## src/rtl/computation_layer_ctrl.sv

```systemverilog
// Iteration sequencer for one computation_layer_elem in multi-iteration mode.
// Optional watchdog in WAIT is enabled by defining COMPUTATION_LAYER_CTRL_TIMEOUT_EN.
module computation_layer_ctrl #(
  parameter int unsigned nIters     = 4,
  parameter int unsigned nCountBits = $clog2(nIters < 2 ? 2 : nIters),
  parameter int unsigned nmuxsels   = 1,
  parameter int unsigned tmo_cycles = 1024
) (
  input  logic                  clk,
  input  logic                  rst,
  input  logic                  start,
  input  logic [nmuxsels-1:0]   mux_sel_in,
  input  logic                  layer_ready,
  output logic                  en_out,
  output logic [nCountBits-1:0] count_out,
  output logic [nmuxsels-1:0]   mux_sel,
  output logic                  busy,
  output logic                  done,
  output logic                  error
);

  localparam int unsigned CountBitsReq = $clog2(nIters < 2 ? 2 : nIters);
  localparam logic [nCountBits-1:0] LastIter = nCountBits'(nIters - 1);

  if (nCountBits != CountBitsReq) begin : g_bad_count_bits
    $error("nCountBits is derived from nIters and must not be overridden");
  end
  if (nIters < 1) begin : g_bad_iters
    $error("nIters must be at least 1");
  end
  if (tmo_cycles < 1) begin : g_bad_tmo
    $error("tmo_cycles must be at least 1");
  end

  typedef enum logic [2:0] {StIdle, StIssue, StGuard, StWait, StDone} state_e;

  state_e                state_q, state_d;
  logic [nCountBits-1:0] cnt_q, cnt_d;
  logic [nmuxsels-1:0]   mux_sel_q, mux_sel_d;
  logic                  en_q, busy_q, done_q;
  logic                  tmo_hit;

`ifdef COMPUTATION_LAYER_CTRL_TIMEOUT_EN
  localparam int unsigned WdBits = $clog2(tmo_cycles + 1);
  localparam logic [WdBits-1:0] WdLast = WdBits'(tmo_cycles - 1);

  logic [WdBits-1:0] wd_q, wd_d;
  logic              error_q;

  // Held at zero outside WAIT so every WAIT entry starts a fresh count.
  always_comb begin
    wd_d = '0;
    if (state_q == StWait && !layer_ready) begin
      wd_d = wd_q + WdBits'(1);
    end
  end
`endif

  always_comb begin
    state_d   = state_q;
    cnt_d     = cnt_q;
    mux_sel_d = mux_sel_q;
    tmo_hit   = 1'b0;
    unique case (state_q)
      StIdle: begin
        if (start) begin
          state_d   = StIssue;
          cnt_d     = '0;
          mux_sel_d = mux_sel_in;
        end
      end
      StIssue: state_d = StGuard;
      // Dead cycle: a stale ready from the previous iteration is ignored here.
      StGuard: state_d = StWait;
      StWait: begin
        if (layer_ready) begin
          if (cnt_q == LastIter) begin
            state_d = StDone;
          end else begin
            cnt_d   = cnt_q + nCountBits'(1);
            state_d = StIssue;
          end
        end
`ifdef COMPUTATION_LAYER_CTRL_TIMEOUT_EN
        else if (wd_q == WdLast) begin
          state_d = StDone;
          tmo_hit = 1'b1;
        end
`endif
      end
      StDone:  state_d = StIdle;
      default: state_d = StIdle;
    endcase
  end

  // Outputs are registered from the next state so they align with the state they describe.
  always_ff @(posedge clk) begin
    if (rst) begin
      state_q   <= StIdle;
      cnt_q     <= '0;
      mux_sel_q <= '0;
      en_q      <= 1'b0;
      busy_q    <= 1'b0;
      done_q    <= 1'b0;
    end else begin
      state_q   <= state_d;
      cnt_q     <= cnt_d;
      mux_sel_q <= mux_sel_d;
      en_q      <= (state_d == StIssue);
      busy_q    <= (state_d != StIdle);
      done_q    <= (state_d == StDone);
    end
  end

`ifdef COMPUTATION_LAYER_CTRL_TIMEOUT_EN
  always_ff @(posedge clk) begin
    if (rst) begin
      wd_q    <= '0;
      error_q <= 1'b0;
    end else begin
      wd_q    <= wd_d;
      error_q <= tmo_hit;
    end
  end

  assign error = error_q;
`else
  assign error = 1'b0;
`endif

  assign en_out    = en_q;
  assign count_out = cnt_q;
  assign mux_sel   = mux_sel_q;
  assign busy      = busy_q;
  assign done      = done_q;

endmodule

```

## config.mk

```make
export PLATFORM = sky130hd
export DESIGN_NAME = computation_layer_ctrl
export DESIGN_NICKNAME = d
export VERILOG_FILES = /design/src/rtl/computation_layer_ctrl.sv
export SDC_FILE = /design/constraint.sdc
export NUM_CORES = 1
export LEC_CHECK = 0
export BUFFER_PORTS_ARGS = -buffer_cell sky130_fd_sc_hd__buf_4
export CORE_AREA = 2 2 39 41
export CTS_CLUSTER_DIAMETER = 80
export DETAILED_ROUTE_END_ITERATION = 6
export DIE_AREA = 0 0 41 43
export PLACE_DENSITY_LB_ADDON = 0.1
export SLEW_MARGIN = 0
export SYNTH_ARGS = -nofsm -noshare
export SYNTH_HDL_FRONTEND = slang
export SYNTH_SLANG_ARGS = --single-unit
```

## constraint.sdc

```tcl
create_clock -name clk -period 1.15 [get_ports clk]
set_input_delay 0.115 -clock clk [delete_from_list [all_inputs] [get_ports clk]]
set_output_delay 0.115 -clock clk [all_outputs]
set_load 0.1 [all_outputs]
```

==> summary.txt <==
Route
  • Post-Route WL: 829 um
  • Via count: 331
  • DRT iter0 DRCs: 15
  • Initial DRT Pass Iterations: 2
  • Post-route ant nets: 0
  • Avg Vias per Cell: 4.60
  • DR WL/cell: 11.5 um
  • DRC viols: 0

Floorplanning
  • Chip width: 41 um
  • Die area: 0.00176 mm2
  • Core ar.: 0.00138 mm2
  • I/O pins: 12
  • Die H: 43 um
  • Num rows: 14
  • Starting Density: 26.7%

Clocking
  • Clock root buffer: clkbuf_4
  • H-tree depth: 1
  • TritonCTS clock tree: yes
  • Sink Count: 9
  • Clock-pin slew on the worst setup and hold paths: 0.07 ns
  • TritonCTS Buffers: 3
  • Post-CTS Hold Fix Bufs: 0
  • Later-pin clock latency in the skew report: 0.26 ns
  • Clk buf depth: 2

Yosys
  • Mapped Avg Cell Area: 9.98 um2
  • Mapped Nets: 43
  • Seq/Total Area, Yosys: 48.8%
  • Post-synth top area cell: dfxtp_1
  • Synth unique cells: 22
  • Synthesis Warnings: 0
  • Share of the synthesized area in the top cell type: 48.8%
  • Synthesis-stage register bit count: 9
  • Top cells by area, synth: dfxtp_1 (49%), nor2_1 (5.1%), nand4b_2 (4.1%)
  • Syn Inst Count: 37
  • Post-Synthesis Cell Area: 369 um2

Place
  • DP Wirelength: 622 um
  • Global placement routability congestion: 0.777
  • Number of buffers added on ports: 10
  • Post-Place Cells: 67

Power and ir drop
  • Total Power: 772 uW
  • Pwr/cell area: 1330 mW/mm2
  • Worst vdd ir: 0.559 mV
  • LEAKAGE: 0.000277 uW

STA
  • Worst-case clock skew: 0.00756 ns
  • Minimum clock period: 1.21 ns
  • Setup violators final: 1
  • Slack of the critical path: -0.0626 ns
  • Crit share post-route: 105%
  • Unrepaired setup endpoints after global routing: yes
  • Max Freq: 825 MHz
  • Hold Fails Final Rpt: 0
  • Final Slew Violations: 0
  • Hold_ws: 0.0427 ns

Cells and area
  • Final cell count without fillers: 72
  • Final Net Count: 63
  • Fill count: 143
  • Number of diodes: 0
  • Layout cell share with drive strength beyond 1: 58.9%
  • Area grow syn2layout: 57.6%
  • Most common cell after layout, fill and taps aside: buf_4
  • Most frequent cells in the layout: buf_4 (15), nor2_1 (5), dfxtp_1 (4)
  • Core Util, Final: 42.0%

Global route
  • Vias in the first global route: 355
  • Busiest layer in global routing: met2
  • M2 GR Usage: 16.3%
  • GRT met3 Usage: 4.71%
  • Grt met1 use: 15.2%
  • Largest net degree at the start of global routing: 8
  • Initial antenna violation count: 0
  • GR Util All Layers: 12.1%
  • First-pass GRT wire length: 1.41 mm
  • Grt total ovfl: 0

Setup path
  • Worst path slowest cell: or3_4
  • CP Launch Type: flop
  • WP data required: 1.33 ns
  • Worst setup EP type: flop
  • CP peak stage delay: 0.38 ns
  • Critical-path maximum fanout: 2
  • Worst path cell trace: ha_4 > nand4b_4 > or3_4 > a21oi_2
  • Crit path DAT: 1.40 ns
  • Worst Path Class, Setup: flop to flop

Outcome
  • Failing checks: negative setup slack
  • Run status: finished, violations left

Min path
  • Hold/Removal Path Class: primary input to flop

Flow run
  • Max-Cap Viols: 0
-- final timing paths --
path,end,slack [ns],depth (start not counted),start
setup reg to reg,count_out[0],-0.06,4,count_out[1]
setup / recovery,count_out[0],-0.06,4,count_out[1]
hold reg to reg,mux_sel,0.49,2,mux_sel
hold / removal,mux_sel,0.04,2,rst
-- cell families after synthesis --
kind of cell | share of synthesized area [%]
adders and majority gates | 3.39
AOI/OAI and AO/OA | 13.6
and+or+nand+nor | 28.5
DFF | 48.8
other | 1.02
buffers and inverters | 2.03
muxes | 2.71
-- cells in the mapped netlist (all sizes together) --
cell type / n
dfxtp: 9
nor2: 5
and3: 3
a21oi: 2
nand2: 2
o21ai: 2
a21boi: 1
a2bb2oi: 1
buf: 1
conb: 1
ha: 1
mux2i: 1
nand3: 1
nand4b: 1
nor3: 1
nor4: 1
nor4b: 1
o31a: 1
or2: 1
or3: 1
-- power breakdown --
| group | switching, uW | internal (uW) |
|---|---|---|
| logic | 120 | 58.8 |
| registers | 23.1 | 328 |
| clock network | 109 | 133 |
-- worst max-delay path, delay by kind of cell (launching register included) --
kind / cells / cell delay, ns
compound gates: 1 / 0.11
fa+ha+maj: 1 / 0.15
flops: 1 / 0.35
simple gates: 2 / 0.54
-- layout make-up --
type	instances	area, um2	area share (%)
repair buffers	16	124	21.3
well taps	16	20.0	3.44
multi-input cells	27	220	37.8
flip-flops and latches	9	191	32.9
clock buffers	4	26.3	4.52
-- state kept, by name, indices dropped and copies added, names as in the netlist --
name / cells
busy: 1
count_out: 2
done: 1
en_out: 1
mux_sel: 1
state_q: 3
-- stage by stage --
step | setup TNS [ns] | area (um2) | setup slack (ns)
after CTS | -0.0955 | 563 | -0.0939
final | -0.0626 | 582 | -0.0626
after global routing | -0.0914 | 582 | -0.0890
after detailed placement | -0.0685 | 524 | -0.0685
after global placement | -0.0485 | 524 | -0.0485
after floorplan | -0.194 | 399 | -0.194
-- routing by layer --
layer	part of all wire [%]	wire (um)	vias to the layer above
li1	-	-	170
met1	45	370	155
met2	51	425	6
met3	4.0	33	0
met4	0	0	0
met5	0	0	-
-- timing repair --
action,CTS,global route
gates cloned,0,0
buffers inserted,1,0
pin swaps,1,1
gates resized for setup,1,7
endpoints found under the setup margin,1,4
Power figures use the tool's default switching activity.
